===== src/rtl/lsu_ctrl_pkg.sv =====
// Shared widths, access-size encodings and FSM state type for the load/store controller.
package lsu_ctrl_pkg;

    localparam int XLEN             = 32;
    localparam int DTCM_ADDR_WIDTH  = 16;
    localparam int ITAG_WIDTH       = 1;
    localparam int WMASK_WIDTH      = XLEN / 8;
    localparam int DTCM_WADDR_WIDTH = DTCM_ADDR_WIDTH - 2;

    localparam logic [1:0] LSU_SIZE_B = 2'b00;
    localparam logic [1:0] LSU_SIZE_H = 2'b01;
    localparam logic [1:0] LSU_SIZE_W = 2'b10;

    typedef enum logic [1:0] {
        ST_IDLE   = 2'd0,
        ST_ACCESS = 2'd1,
        ST_RESP   = 2'd2
    } lsu_state_e;

    // Size 11 is illegal; halves need an even address, words a 4-byte aligned one.
    function automatic logic lsu_misaligned(input logic [1:0] size, input logic [1:0] addr_lo);
        logic bad;
        case (size)
            LSU_SIZE_B: bad = 1'b0;
            LSU_SIZE_H: bad = addr_lo[0];
            LSU_SIZE_W: bad = (addr_lo != 2'b00);
            default:    bad = 1'b1;
        endcase
        return bad;
    endfunction

endpackage


===== src/rtl/lsu_ctrl_if.sv =====
// AGU command/response, load write-back and DTCM SRAM signals of the load/store controller.
interface lsu_ctrl_if;
    import lsu_ctrl_pkg::*;

    logic                        agu_cmd_valid;
    logic                        agu_cmd_ready;
    logic [DTCM_ADDR_WIDTH-1:0]  agu_cmd_addr;
    logic                        agu_cmd_read;
    logic [ITAG_WIDTH-1:0]       agu_cmd_itag;
    logic [1:0]                  agu_cmd_size;
    logic                        agu_cmd_usign;
    logic [XLEN-1:0]             agu_cmd_wdata;
    logic [WMASK_WIDTH-1:0]      agu_cmd_wmask;

    logic                        agu_rsp_valid;
    logic                        agu_rsp_ready;
    logic [XLEN-1:0]             agu_rsp_rdata;
    logic                        agu_rsp_err;

    logic                        lsu_wbck_o_valid;
    logic                        lsu_wbck_o_ready;
    logic [XLEN-1:0]             lsu_wbck_o_data;
    logic [ITAG_WIDTH-1:0]       lsu_wbck_o_itag;
    logic                        lsu_wbck_o_err;

    logic                        dtcm_cs;
    logic                        dtcm_we;
    logic [DTCM_WADDR_WIDTH-1:0] dtcm_addr;
    logic [XLEN-1:0]             dtcm_wdata;
    logic [WMASK_WIDTH-1:0]      dtcm_wem;
    logic [XLEN-1:0]             dtcm_rdata;

    modport slave (
        input  agu_cmd_valid, agu_cmd_addr, agu_cmd_read, agu_cmd_itag,
               agu_cmd_size, agu_cmd_usign, agu_cmd_wdata, agu_cmd_wmask,
        output agu_cmd_ready,
        output agu_rsp_valid, agu_rsp_rdata, agu_rsp_err,
        input  agu_rsp_ready,
        output lsu_wbck_o_valid, lsu_wbck_o_data, lsu_wbck_o_itag, lsu_wbck_o_err,
        input  lsu_wbck_o_ready,
        output dtcm_cs, dtcm_we, dtcm_addr, dtcm_wdata, dtcm_wem,
        input  dtcm_rdata
    );

    modport master (
        output agu_cmd_valid, agu_cmd_addr, agu_cmd_read, agu_cmd_itag,
               agu_cmd_size, agu_cmd_usign, agu_cmd_wdata, agu_cmd_wmask,
        input  agu_cmd_ready,
        input  agu_rsp_valid, agu_rsp_rdata, agu_rsp_err,
        output agu_rsp_ready,
        input  lsu_wbck_o_valid, lsu_wbck_o_data, lsu_wbck_o_itag, lsu_wbck_o_err,
        output lsu_wbck_o_ready,
        input  dtcm_cs, dtcm_we, dtcm_addr, dtcm_wdata, dtcm_wem,
        output dtcm_rdata
    );

endinterface


===== src/rtl/lsu_ctrl_ld_align.sv =====
// Combinational load formatter: picks the byte/half lane out of the SRAM word and extends it.
module lsu_ld_align
    import lsu_ctrl_pkg::*;
(
    input  logic [XLEN-1:0] rdata,
    input  logic [1:0]      addr_lo,
    input  logic [1:0]      size,
    input  logic            usign,
    output logic [XLEN-1:0] data
);

    logic [7:0]  lane [WMASK_WIDTH];
    logic [7:0]  byte_sel;
    logic [15:0] half_sel;
    logic        ext_bit;

    generate
        for (genvar gi = 0; gi < WMASK_WIDTH; gi++) begin : g_lane
            assign lane[gi] = rdata[8*gi +: 8];
        end
    endgenerate

    always_comb begin
        byte_sel = lane[addr_lo];
        half_sel = addr_lo[1] ? {lane[3], lane[2]} : {lane[1], lane[0]};
        ext_bit  = 1'b0;
        data     = rdata;
        case (size)
            LSU_SIZE_B: begin
                ext_bit = ~usign & byte_sel[7];
                data    = {{(XLEN-8){ext_bit}}, byte_sel};
            end
            LSU_SIZE_H: begin
                ext_bit = ~usign & half_sel[15];
                data    = {{(XLEN-16){ext_bit}}, half_sel};
            end
            default: data = rdata;
        endcase
    end

endmodule


===== src/rtl/lsu_ctrl.sv =====
// Single-outstanding load/store controller between the AGU command port and the DTCM SRAM.
module lsu_ctrl
    import lsu_ctrl_pkg::*;
(
    input  logic       clk,
    input  logic       rst,
    lsu_ctrl_if.slave  bus
);

    lsu_state_e            state_q, state_d;
    logic [1:0]            addr_lo_q, addr_lo_d;
    logic [1:0]            size_q, size_d;
    logic                  usign_q, usign_d;
    logic [ITAG_WIDTH-1:0] itag_q, itag_d;
    logic                  read_q, read_d;
    logic                  err_q, err_d;
    logic [XLEN-1:0]       rsp_data_q, rsp_data_d;

    logic                  ld_rsp_valid;
    logic                  st_rsp_valid;
    logic                  rsp_hsk;
    logic                  cmd_ready;
    logic                  cmd_fire;
    logic                  cmd_err;
    logic                  sram_go;
    logic [XLEN-1:0]       ld_data;

    lsu_ld_align u_ld_align (
        .rdata   (bus.dtcm_rdata),
        .addr_lo (addr_lo_q),
        .size    (size_q),
        .usign   (usign_q),
        .data    (ld_data)
    );

    always_comb begin
        state_d      = state_q;
        addr_lo_d    = addr_lo_q;
        size_d       = size_q;
        usign_d      = usign_q;
        itag_d       = itag_q;
        read_d       = read_q;
        err_d        = err_q;
        rsp_data_d   = rsp_data_q;

        ld_rsp_valid = (state_q == ST_RESP) & read_q;
        st_rsp_valid = (state_q == ST_RESP) & ~read_q;
        rsp_hsk      = (ld_rsp_valid & bus.lsu_wbck_o_ready) |
                       (st_rsp_valid & bus.agu_rsp_ready);
        cmd_ready    = (state_q == ST_IDLE) | rsp_hsk;
        cmd_fire     = bus.agu_cmd_valid & cmd_ready;
        cmd_err      = lsu_misaligned(bus.agu_cmd_size, bus.agu_cmd_addr[1:0]);
        // Reset gates the SRAM strobe so cs falls with rst rather than at the next edge.
        sram_go      = cmd_fire & ~cmd_err & ~rst;

        case (state_q)
            ST_ACCESS: begin
                state_d = ST_RESP;
                if (read_q) begin
                    rsp_data_d = err_q ? '0 : ld_data;
                end
            end
            ST_RESP: begin
                if (rsp_hsk) begin
                    state_d = ST_IDLE;
                end
            end
            default: state_d = state_q;
        endcase

        if (cmd_fire) begin
            state_d   = ST_ACCESS;
            addr_lo_d = bus.agu_cmd_addr[1:0];
            size_d    = bus.agu_cmd_size;
            usign_d   = bus.agu_cmd_usign;
            itag_d    = bus.agu_cmd_itag;
            read_d    = bus.agu_cmd_read;
            err_d     = cmd_err;
        end
    end

    always_ff @(posedge clk or posedge rst) begin
        if (rst) begin
            state_q    <= ST_IDLE;
            addr_lo_q  <= '0;
            size_q     <= '0;
            usign_q    <= 1'b0;
            itag_q     <= '0;
            read_q     <= 1'b0;
            err_q      <= 1'b0;
            rsp_data_q <= '0;
        end else begin
            state_q    <= state_d;
            addr_lo_q  <= addr_lo_d;
            size_q     <= size_d;
            usign_q    <= usign_d;
            itag_q     <= itag_d;
            read_q     <= read_d;
            err_q      <= err_d;
            rsp_data_q <= rsp_data_d;
        end
    end

    assign bus.agu_cmd_ready    = cmd_ready;

    assign bus.agu_rsp_valid    = st_rsp_valid;
    assign bus.agu_rsp_rdata    = '0;
    assign bus.agu_rsp_err      = st_rsp_valid & err_q;

    assign bus.lsu_wbck_o_valid = ld_rsp_valid;
    assign bus.lsu_wbck_o_data  = rsp_data_q;
    assign bus.lsu_wbck_o_itag  = itag_q;
    assign bus.lsu_wbck_o_err   = ld_rsp_valid & err_q;

    assign bus.dtcm_cs          = sram_go;
    assign bus.dtcm_we          = sram_go & ~bus.agu_cmd_read;
    assign bus.dtcm_addr        = sram_go ? bus.agu_cmd_addr[DTCM_ADDR_WIDTH-1:2] : '0;
    assign bus.dtcm_wdata       = sram_go ? bus.agu_cmd_wdata : '0;
    assign bus.dtcm_wem         = sram_go ? bus.agu_cmd_wmask : '0;

endmodule

===== src/flat_wrapper.sv =====
// flat-port wrapper written by rule: the top's interface ports become plain ports
module lsu_ctrl_flat import lsu_ctrl_pkg::*;
  (clk, rst, bus_agu_cmd_valid, bus_agu_cmd_addr, bus_agu_cmd_read, bus_agu_cmd_itag, bus_agu_cmd_size, bus_agu_cmd_usign, bus_agu_cmd_wdata, bus_agu_cmd_wmask, bus_agu_cmd_ready, bus_agu_rsp_valid, bus_agu_rsp_rdata, bus_agu_rsp_err, bus_agu_rsp_ready, bus_lsu_wbck_o_valid, bus_lsu_wbck_o_data, bus_lsu_wbck_o_itag, bus_lsu_wbck_o_err, bus_lsu_wbck_o_ready, bus_dtcm_cs, bus_dtcm_we, bus_dtcm_addr, bus_dtcm_wdata, bus_dtcm_wem, bus_dtcm_rdata);
  lsu_ctrl_if bus_i ();
  input  logic clk;
  input  logic rst;
  input wire logic [$bits(bus_i.agu_cmd_valid)-1:0] bus_agu_cmd_valid;
  input wire logic [$bits(bus_i.agu_cmd_addr)-1:0] bus_agu_cmd_addr;
  input wire logic [$bits(bus_i.agu_cmd_read)-1:0] bus_agu_cmd_read;
  input wire logic [$bits(bus_i.agu_cmd_itag)-1:0] bus_agu_cmd_itag;
  input wire logic [$bits(bus_i.agu_cmd_size)-1:0] bus_agu_cmd_size;
  input wire logic [$bits(bus_i.agu_cmd_usign)-1:0] bus_agu_cmd_usign;
  input wire logic [$bits(bus_i.agu_cmd_wdata)-1:0] bus_agu_cmd_wdata;
  input wire logic [$bits(bus_i.agu_cmd_wmask)-1:0] bus_agu_cmd_wmask;
  output wire logic [$bits(bus_i.agu_cmd_ready)-1:0] bus_agu_cmd_ready;
  output wire logic [$bits(bus_i.agu_rsp_valid)-1:0] bus_agu_rsp_valid;
  output wire logic [$bits(bus_i.agu_rsp_rdata)-1:0] bus_agu_rsp_rdata;
  output wire logic [$bits(bus_i.agu_rsp_err)-1:0] bus_agu_rsp_err;
  input wire logic [$bits(bus_i.agu_rsp_ready)-1:0] bus_agu_rsp_ready;
  output wire logic [$bits(bus_i.lsu_wbck_o_valid)-1:0] bus_lsu_wbck_o_valid;
  output wire logic [$bits(bus_i.lsu_wbck_o_data)-1:0] bus_lsu_wbck_o_data;
  output wire logic [$bits(bus_i.lsu_wbck_o_itag)-1:0] bus_lsu_wbck_o_itag;
  output wire logic [$bits(bus_i.lsu_wbck_o_err)-1:0] bus_lsu_wbck_o_err;
  input wire logic [$bits(bus_i.lsu_wbck_o_ready)-1:0] bus_lsu_wbck_o_ready;
  output wire logic [$bits(bus_i.dtcm_cs)-1:0] bus_dtcm_cs;
  output wire logic [$bits(bus_i.dtcm_we)-1:0] bus_dtcm_we;
  output wire logic [$bits(bus_i.dtcm_addr)-1:0] bus_dtcm_addr;
  output wire logic [$bits(bus_i.dtcm_wdata)-1:0] bus_dtcm_wdata;
  output wire logic [$bits(bus_i.dtcm_wem)-1:0] bus_dtcm_wem;
  input wire logic [$bits(bus_i.dtcm_rdata)-1:0] bus_dtcm_rdata;
  assign bus_i.agu_cmd_valid = bus_agu_cmd_valid;
  assign bus_i.agu_cmd_addr = bus_agu_cmd_addr;
  assign bus_i.agu_cmd_read = bus_agu_cmd_read;
  assign bus_i.agu_cmd_itag = bus_agu_cmd_itag;
  assign bus_i.agu_cmd_size = bus_agu_cmd_size;
  assign bus_i.agu_cmd_usign = bus_agu_cmd_usign;
  assign bus_i.agu_cmd_wdata = bus_agu_cmd_wdata;
  assign bus_i.agu_cmd_wmask = bus_agu_cmd_wmask;
  assign bus_agu_cmd_ready = bus_i.agu_cmd_ready;
  assign bus_agu_rsp_valid = bus_i.agu_rsp_valid;
  assign bus_agu_rsp_rdata = bus_i.agu_rsp_rdata;
  assign bus_agu_rsp_err = bus_i.agu_rsp_err;
  assign bus_i.agu_rsp_ready = bus_agu_rsp_ready;
  assign bus_lsu_wbck_o_valid = bus_i.lsu_wbck_o_valid;
  assign bus_lsu_wbck_o_data = bus_i.lsu_wbck_o_data;
  assign bus_lsu_wbck_o_itag = bus_i.lsu_wbck_o_itag;
  assign bus_lsu_wbck_o_err = bus_i.lsu_wbck_o_err;
  assign bus_i.lsu_wbck_o_ready = bus_lsu_wbck_o_ready;
  assign bus_dtcm_cs = bus_i.dtcm_cs;
  assign bus_dtcm_we = bus_i.dtcm_we;
  assign bus_dtcm_addr = bus_i.dtcm_addr;
  assign bus_dtcm_wdata = bus_i.dtcm_wdata;
  assign bus_dtcm_wem = bus_i.dtcm_wem;
  assign bus_i.dtcm_rdata = bus_dtcm_rdata;
  lsu_ctrl u_core (.clk(clk), .rst(rst), .bus(bus_i));
endmodule

===== config.mk =====
export PLATFORM = sky130hd
export DESIGN_NAME = lsu_ctrl_flat
export DESIGN_NICKNAME = d
export VERILOG_FILES = /design/src/rtl/lsu_ctrl_pkg.sv /design/src/rtl/lsu_ctrl_if.sv /design/src/rtl/lsu_ctrl_ld_align.sv /design/src/rtl/lsu_ctrl.sv /design/src/flat_wrapper.sv
export SDC_FILE = /design/constraint.sdc
export NUM_CORES = 1
export LEC_CHECK = 0
export ABC_AREA = 1
export CAP_MARGIN = 20
export CORE_MARGIN = 2
export CORE_UTILIZATION = 25
export DETAILED_ROUTE_END_ITERATION = 10
export GPL_TIMING_DRIVEN = 0
export PLACE_DENSITY = 0.62
export SYNTH_ARGS = -nofsm -noshare
export SYNTH_HDL_FRONTEND = slang
export SYNTH_SLANG_ARGS = --single-unit

===== constraint.sdc =====
create_clock -name clk -period 3.3 [get_ports clk]
set_input_delay 0.66 -clock clk [delete_from_list [all_inputs] [get_ports clk]]
set_output_delay 0.66 -clock clk [all_outputs]
set_load 0.02 [all_outputs]

# --- Word-level counts from Yosys, hierarchy flattened ---
# Cells that the tools add are included.
totals:
  regBits: 42
  mem_bits_rw: 0
  latchBits: 0
  romBits: 0
  memories: 0
  output_inout_bits: 122
  elab_cells: 55
  inputBits: 94
op_classes:
  bitwise_logic: 20
  div_mod_pow: 0
  add_sub_neg: 0
  mul: 0
  reduce_logical: 7
  shift: 0
  magnitude_cmp: 1
  eq_ne: 6
  mux: 13
ops:
  columns: ["op", "n"]
  rows:
  - ["$mux W32", 2]
  - ["$pmux W32 S2", 1]
  - ["$bmux W8 S2", 1]
  - ["$mux W16", 1]
  - ["$mux W8", 2]
  - ["$mux W14", 1]
  - ["$and A1 B1 Y1", 12]
  - ["$eq A2 B1 Y1 const B", 3]
  - ["$logic_not A2 Y1", 3]
  - ["$not A1 Y1", 5]
  - ["$eq A2 B2 Y1 const B", 2]
  - ["$mux W2", 2]
  - ["$mux W4", 1]
  - ["$pmux W2 S2", 1]
  - ["$reduce_and A2 Y1", 2]
  - ["$ge A3 B3 Y1 const B", 1]
  - ["$ne A3 B1 Y1 const B", 1]
  - ["$not A2 Y3", 1]
  - ["$pmux W1 S3", 1]
  - ["$reduce_bool A3 Y1", 1]
  - ["$or A1 B1 Y1", 2]
  - ["$reduce_bool A2 Y1", 1]

# --- Logic depth before layout (Yosys ltp) ---
# Gate-level depths: netlist of the first run.
depth:
  depth_word: 9
  mapped_depth: 11
  ltp_nobuf: 10

# --- Modules after synthesis ---
# A second synthesis of the first run with hierarchy kept.
unflattened:
  hier_cells: 491
  hier_area_um2: 3422.0
by_module_without_submodules:
  columns: ["mod", "seq_area_each_um2", "area_each_um2", "cells_each", "instances"]
  rows:
  - ["lsu_ctrl", 1051.0, 2516.2, 337, 1]
  - ["lsu_ld_align", 0.0, 905.9, 154, 1]

# --- Least setup slack after synthesis of the first run ---
# Ideal clock, no wire load.
synth_timing:
  path_type: "input to output"
  start: "in rst"
  end: "out bus_dtcm_addr[10]"
  n_path_buf: 1
  required_ns: 2.640
  path_stages: 4
  t_arrival_ns: 2.246
  setup_slack_ns: 0.394
  path_cell_list: "inv_1 > nand2_4 > buf_6 > nor2_1"
synth_via:
  elab_chain_cells: 3
synth_rtl:
  columns: ["item", "line_no", "text"]
  rows:
  - ["from (decl)", "flat_wrapper.sv:6", "input logic rst;"]
  - ["$not A1 Y1", "lsu_ctrl.sv:54", "sram_go = cmd_fire & ~cmd_err & ~rst;"]
  - ["$and A1 B1 Y1", "lsu_ctrl.sv:54", null]
  - ["$mux W14", "lsu_ctrl.sv:117", "assign bus.dtcm_addr = sram_go ? bus.agu_cmd_addr[DTCM_ADDR_WIDTH-1:2] : '0;"]
  - ["to (decl)", "flat_wrapper.sv:27", "output wire logic [$bits(bus_i.dtcm_addr)-1:0] bus_dtcm_addr;"]
# Every way passes these cells.

# --- Worst setup path in the final report of the first run ---
layout_timing:
  start: "in bus_agu_cmd_size[1]"
  end: "out bus_dtcm_wdata[31]"
layout_via:
  elab_chain_cells: 6
  elab_cells_between_ends: 8
  cone_classes: "eq/ne (2); mux (2); bitwise (3); reduce/logical (1)"
layout_rtl:
  columns: ["item", "line_no", "text"]
  rows:
  - ["from (decl)", "flat_wrapper.sv:11", "input wire logic [$bits(bus_i.agu_cmd_size)-1:0] bus_agu_cmd_size;"]
  - ["$eq A2 B2 Y1, or another cell as far along", "lsu_ctrl_pkg.sv:23", "case (size)"]
  - ["$pmux W1 S3 *", "lsu_ctrl_pkg.sv:23", null]
  - ["$not A1 Y1 *", "lsu_ctrl.sv:54", null]
  - ["$and A1 B1 Y1 * (2 in a row)", "lsu_ctrl.sv:54", null]
  - ["$mux W32 *", "lsu_ctrl.sv:118", "assign bus.dtcm_wdata = sram_go ? bus.agu_cmd_wdata : '0;"]
  - ["to (decl)", "flat_wrapper.sv:28", "output wire logic [$bits(bus_i.dtcm_wdata)-1:0] bus_dtcm_wdata;"]
# Mark *: on every way between the ends. The rest lies on a longest branch, timed or not.

==> impl_metrics.toml, run 1 <==
[outcome]
status = "complete, no violations"

[detailed_routing]
vias = 3663
wire_per_inst_um = 12.8
firstDrtPassIters = 4
drt_iter0_drc = 194
ant_nets = 0
drc = 0
routed_via_density = 4.13
wl_mm = 11.4

[clock_tree]
cts_tree = "yes"
clk-insertion-delay-late_ns = 0.28
cts_buffer_depth = 2
cts.sinks = 42
clockRootBuffer = "clkbuf_16"
clk_pin_slew_worst_paths_ns = 0.06
htree_levels = 2
cts_hold_buf = 0
cts_made_buffers = 5
post_cts_buffers = 0

[pwr]
internal-power_mw = 2.07
pwr-share-seq = 0.234
ir_drop_mv = 0.262
p_sw_mw = 1.72
p_leak_nw = 3.86
powerDensity_nw_per_um2 = 666
clockPowerShare = 0.147
switching_share = 0.454
comb_power_share = 0.618

[synthesis]
synth.avg_cell_area_um2 = 6.53
syn-instance-count = 493
synthFlopType = "dfrtp_1"
ys_types = 28
synth_top_cell_by_area = "dfrtp_1"
synthesis.area_um2 = 3220
synth_edf_count = 0
yosysWarnings = 0
yosysSeqAreaShare = 0.327
synth.most_common_cell = "nand2_1"
synthTopCellsByCount = "154 x nand2_1, 87 x inv_1, 56 x nor2_1, 42 x dfrtp_1, 34 x buf_4"
synthArstFlopShare = 1.00
synth.ff_latch_count = 42
synth_top_area_frac = 0.327
synth_area_leaders = "dfrtp_1 33%, nand2_1 18%, inv_1 10%, buf_4 7.9%, nor2_1 6.5%"

[setup_path]
rr_endpoint = "u_core.bus.lsu_wbck_o_data[12]"
worst_r2r_startpoint = "u_core.state_q[1]"
required_ns = 2.64
crit_arrival_ns = 2.42
cp_max_fo = 7
critPathCaptureType = "output pin"
r2r_cells = 8
critPathLaunch = "bus_agu_cmd_size[1]"
worst-r2r-setup-slack_ns = 1.62
crit_type = "input pin to output pin"
crit_end = "bus_dtcm_wdata[31]"
critPathLaunchType = "input pin"

[finish]
nets = 812
area_growth_pct = 76.8
finish.utilization = 0.452
antennaDiodeCount = 0
drive_gt1_frac = 0.116
fillerInstances = 1284

[min_path]
hold_depth = 2
min_from = "u_core.bus.lsu_wbck_o_data[4]"
hp-class = "flop to flop"

[grt]
grt_pass1_wl_mm = 18.2
overflow = 0
grt_pass1_vias = 3639
track_usage = 0.164
grt_max_degree = 40
antenna_found_initial = 0

[floorplan]
core_um2 = 12600
fp.dieW_um = 117
fp.dieH_um = 117
pin_count = 216
die_area_um2 = 13800
initial_core_util = 0.256
rows = 41

[sta]
maxSlewViolCount = 0
setup_viol = 0
period_share = 0.934
slew_headroom = 0.621
period_needed_ns = 3.08
worst_pin_slew_ns = 0.569
hold_violations = 0
rsz0062_at_grt = "no"
worst_clock_skew_ns = 0.00526
clock.fmax_mhz = 324
fin_hold_ws_ns = 0.479

[placed_design]
io_buffers = 183
hpwl_mm = 9.53
place.gp.congestion = 0.908

[flow_run]
maxCapViolations = 0
[worst min-delay path by stage]
stage | to | slack (ns)
after floorplan | u_core.state_q[0] | 0.47
after global placement | u_core.bus.lsu_wbck_o_itag | 0.46
after detailed placement | u_core.bus.lsu_wbck_o_data[4] | 0.47
after CTS | u_core.bus.lsu_wbck_o_data[4] | 0.48
after global routing | u_core.bus.lsu_wbck_o_data[18] | 0.50
final | u_core.bus.lsu_wbck_o_data[4] | 0.48
[per-layer routing]
layer / track usage / up-vias / wire (µm)
met4: 0.0294 / 0 / 136
met1: 0.178 / 1655 / 4330
met5: 0 / - / 0
met2: 0.306 / 159 / 5760
li1: - / 1839 / -
met3: 0.0603 / 10 / 1180
[timing repair]
item                                    CTS  global route
gates resized for setup                   1            49
endpoints found under the setup margin    1            49
pin swaps                                 0             0
[critical path: stages]
cell             delay, ns
clkdlybuf4s50_1       0.48
inv_1                 0.07
nand3_1               0.07
o211ai_1              0.13
nor2_4                0.16
nand2_4               0.10
nor2_1                0.11
clkdlybuf4s50_1       0.63
[power by group through the flow]
stage | Clock, mW | Combinational (mW) | Sequential [mW]
5_1_grt | 0.595 | 2.59 | 0.916
3_3_place_gp | 0 | 2.34 | 0.889
3_5_place_dp | 0 | 2.37 | 0.897
6_report | 0.558 | 2.34 | 0.887
4_1_cts | 0.565 | 2.38 | 0.891
2_1_floorplan | 0 | 1.28 | 1.07
[registers in the layout, summed over array words and instances, names as in the netlist]
| register | cells |
|---|---|
| u_core.usign_q | 1 |
| u_core.bus.lsu_wbck_o_data | 32 |
| u_core.state_q | 2 |
| u_core.read_q | 1 |
| u_core.addr_lo_q | 2 |
| u_core.bus.lsu_wbck_o_itag | 1 |
| u_core.size_q | 2 |
| u_core.err_q | 1 |
[final cells by class]
class | instances | area (µm²) | area share
timing repair buffer | 184 | 1970 | 0.347
multi-input combinational | 339 | 1550 | 0.272
sequential | 42 | 1050 | 0.185
buffer | 52 | 389 | 0.0684
clock inverter | 3 | 40.0 | 0.00704
inverter | 91 | 347 | 0.0609
clock buffer | 5 | 125 | 0.0220
tap | 172 | 215 | 0.0378
[cell families (layout without fill, tap and decap cells)]
| group | Yosys count | count (layout) | share of synthesized area |
|---|---|---|---|
| DFF | 42 | 42 | 0.327 |
| AOI/OAI and AO/OA | 47 | 47 | 0.0747 |
| adders and majority gates | 3 | 3 | 0.0117 |
| buffers and inverters | 143 | 335 | 0.229 |
| other | 1 | 32 | 0.00117 |
| and+or+nand+nor | 257 | 257 | 0.357 |
[cell usage in the layout (no fill, tap or decap), types with 2 or more instances in the layout]
| cell type | synthesis | layout |
|---|---|---|
| clkbuf_1 | 6 | 6 |
| a21oi_1 | 10 | 10 |
| conb_1 | 1 | 32 |
| clkbuf_16 | 0 | 5 |
| inv_1 | 87 | 86 |
| inv_2 | 3 | 4 |
| dfrtp_1 | 42 | 42 |
| nand3_2 | 10 | 10 |
| buf_12 | 1 | 2 |
| buf_2 | 3 | 3 |
| ha_1 | 3 | 3 |
| o21ai_0 | 32 | 32 |
| dlymetal6s2s_1 | 0 | 49 |
| nand3_1 | 23 | 23 |
| nand2_2 | 4 | 4 |
| nand2_1 | 154 | 154 |
| o21ai_1 | 3 | 3 |
| buf_6 | 6 | 6 |
| buf_4 | 34 | 34 |
| clkinv_2 | 0 | 2 |
| o211ai_1 | 2 | 2 |
| nand2_4 | 5 | 5 |
| nor2_1 | 56 | 56 |
| clkdlybuf4s50_1 | 0 | 133 |
[metrics by stage]
| step | setup TNS [ns] | power [mW] | instances | instance area (µm²) | worst slack [ns] |
|---|---|---|---|---|---|
| after floorplan | 0 | 2.36 | 524 | 3330 | 0.394 |
| after detailed placement | -0.0297 | 3.26 | 880 | 5400 | -0.0297 |
| after CTS | 0 | 3.83 | 888 | 5560 | 0.0141 |
| after global routing | 0 | 4.10 | 888 | 5690 | 0.0420 |
| after global placement | -48.27 | 3.23 | 879 | 5380 | -1.02 |
| final | 0 | 3.79 | 888 | 5690 | 0.218 |
No activity file was read; power rests on OpenSTA's default activity.
==> run 2, diff against run 1 <==
--- a/config.mk
+++ b/config.mk
@@ -9,9 +9,11 @@
 export CAP_MARGIN = 20
 export CORE_MARGIN = 2
 export CORE_UTILIZATION = 25
+export CTS_CLUSTER_DIAMETER = 50
 export DETAILED_ROUTE_END_ITERATION = 10
 export GPL_TIMING_DRIVEN = 0
 export PLACE_DENSITY = 0.62
+export SKIP_LAST_GASP = 1
 export SYNTH_ARGS = -nofsm -noshare
 export SYNTH_HDL_FRONTEND = slang
 export SYNTH_SLANG_ARGS = --single-unit
==> results of run 2 <==
No change in the layout: final DEF, timing and power equal those of run 1.
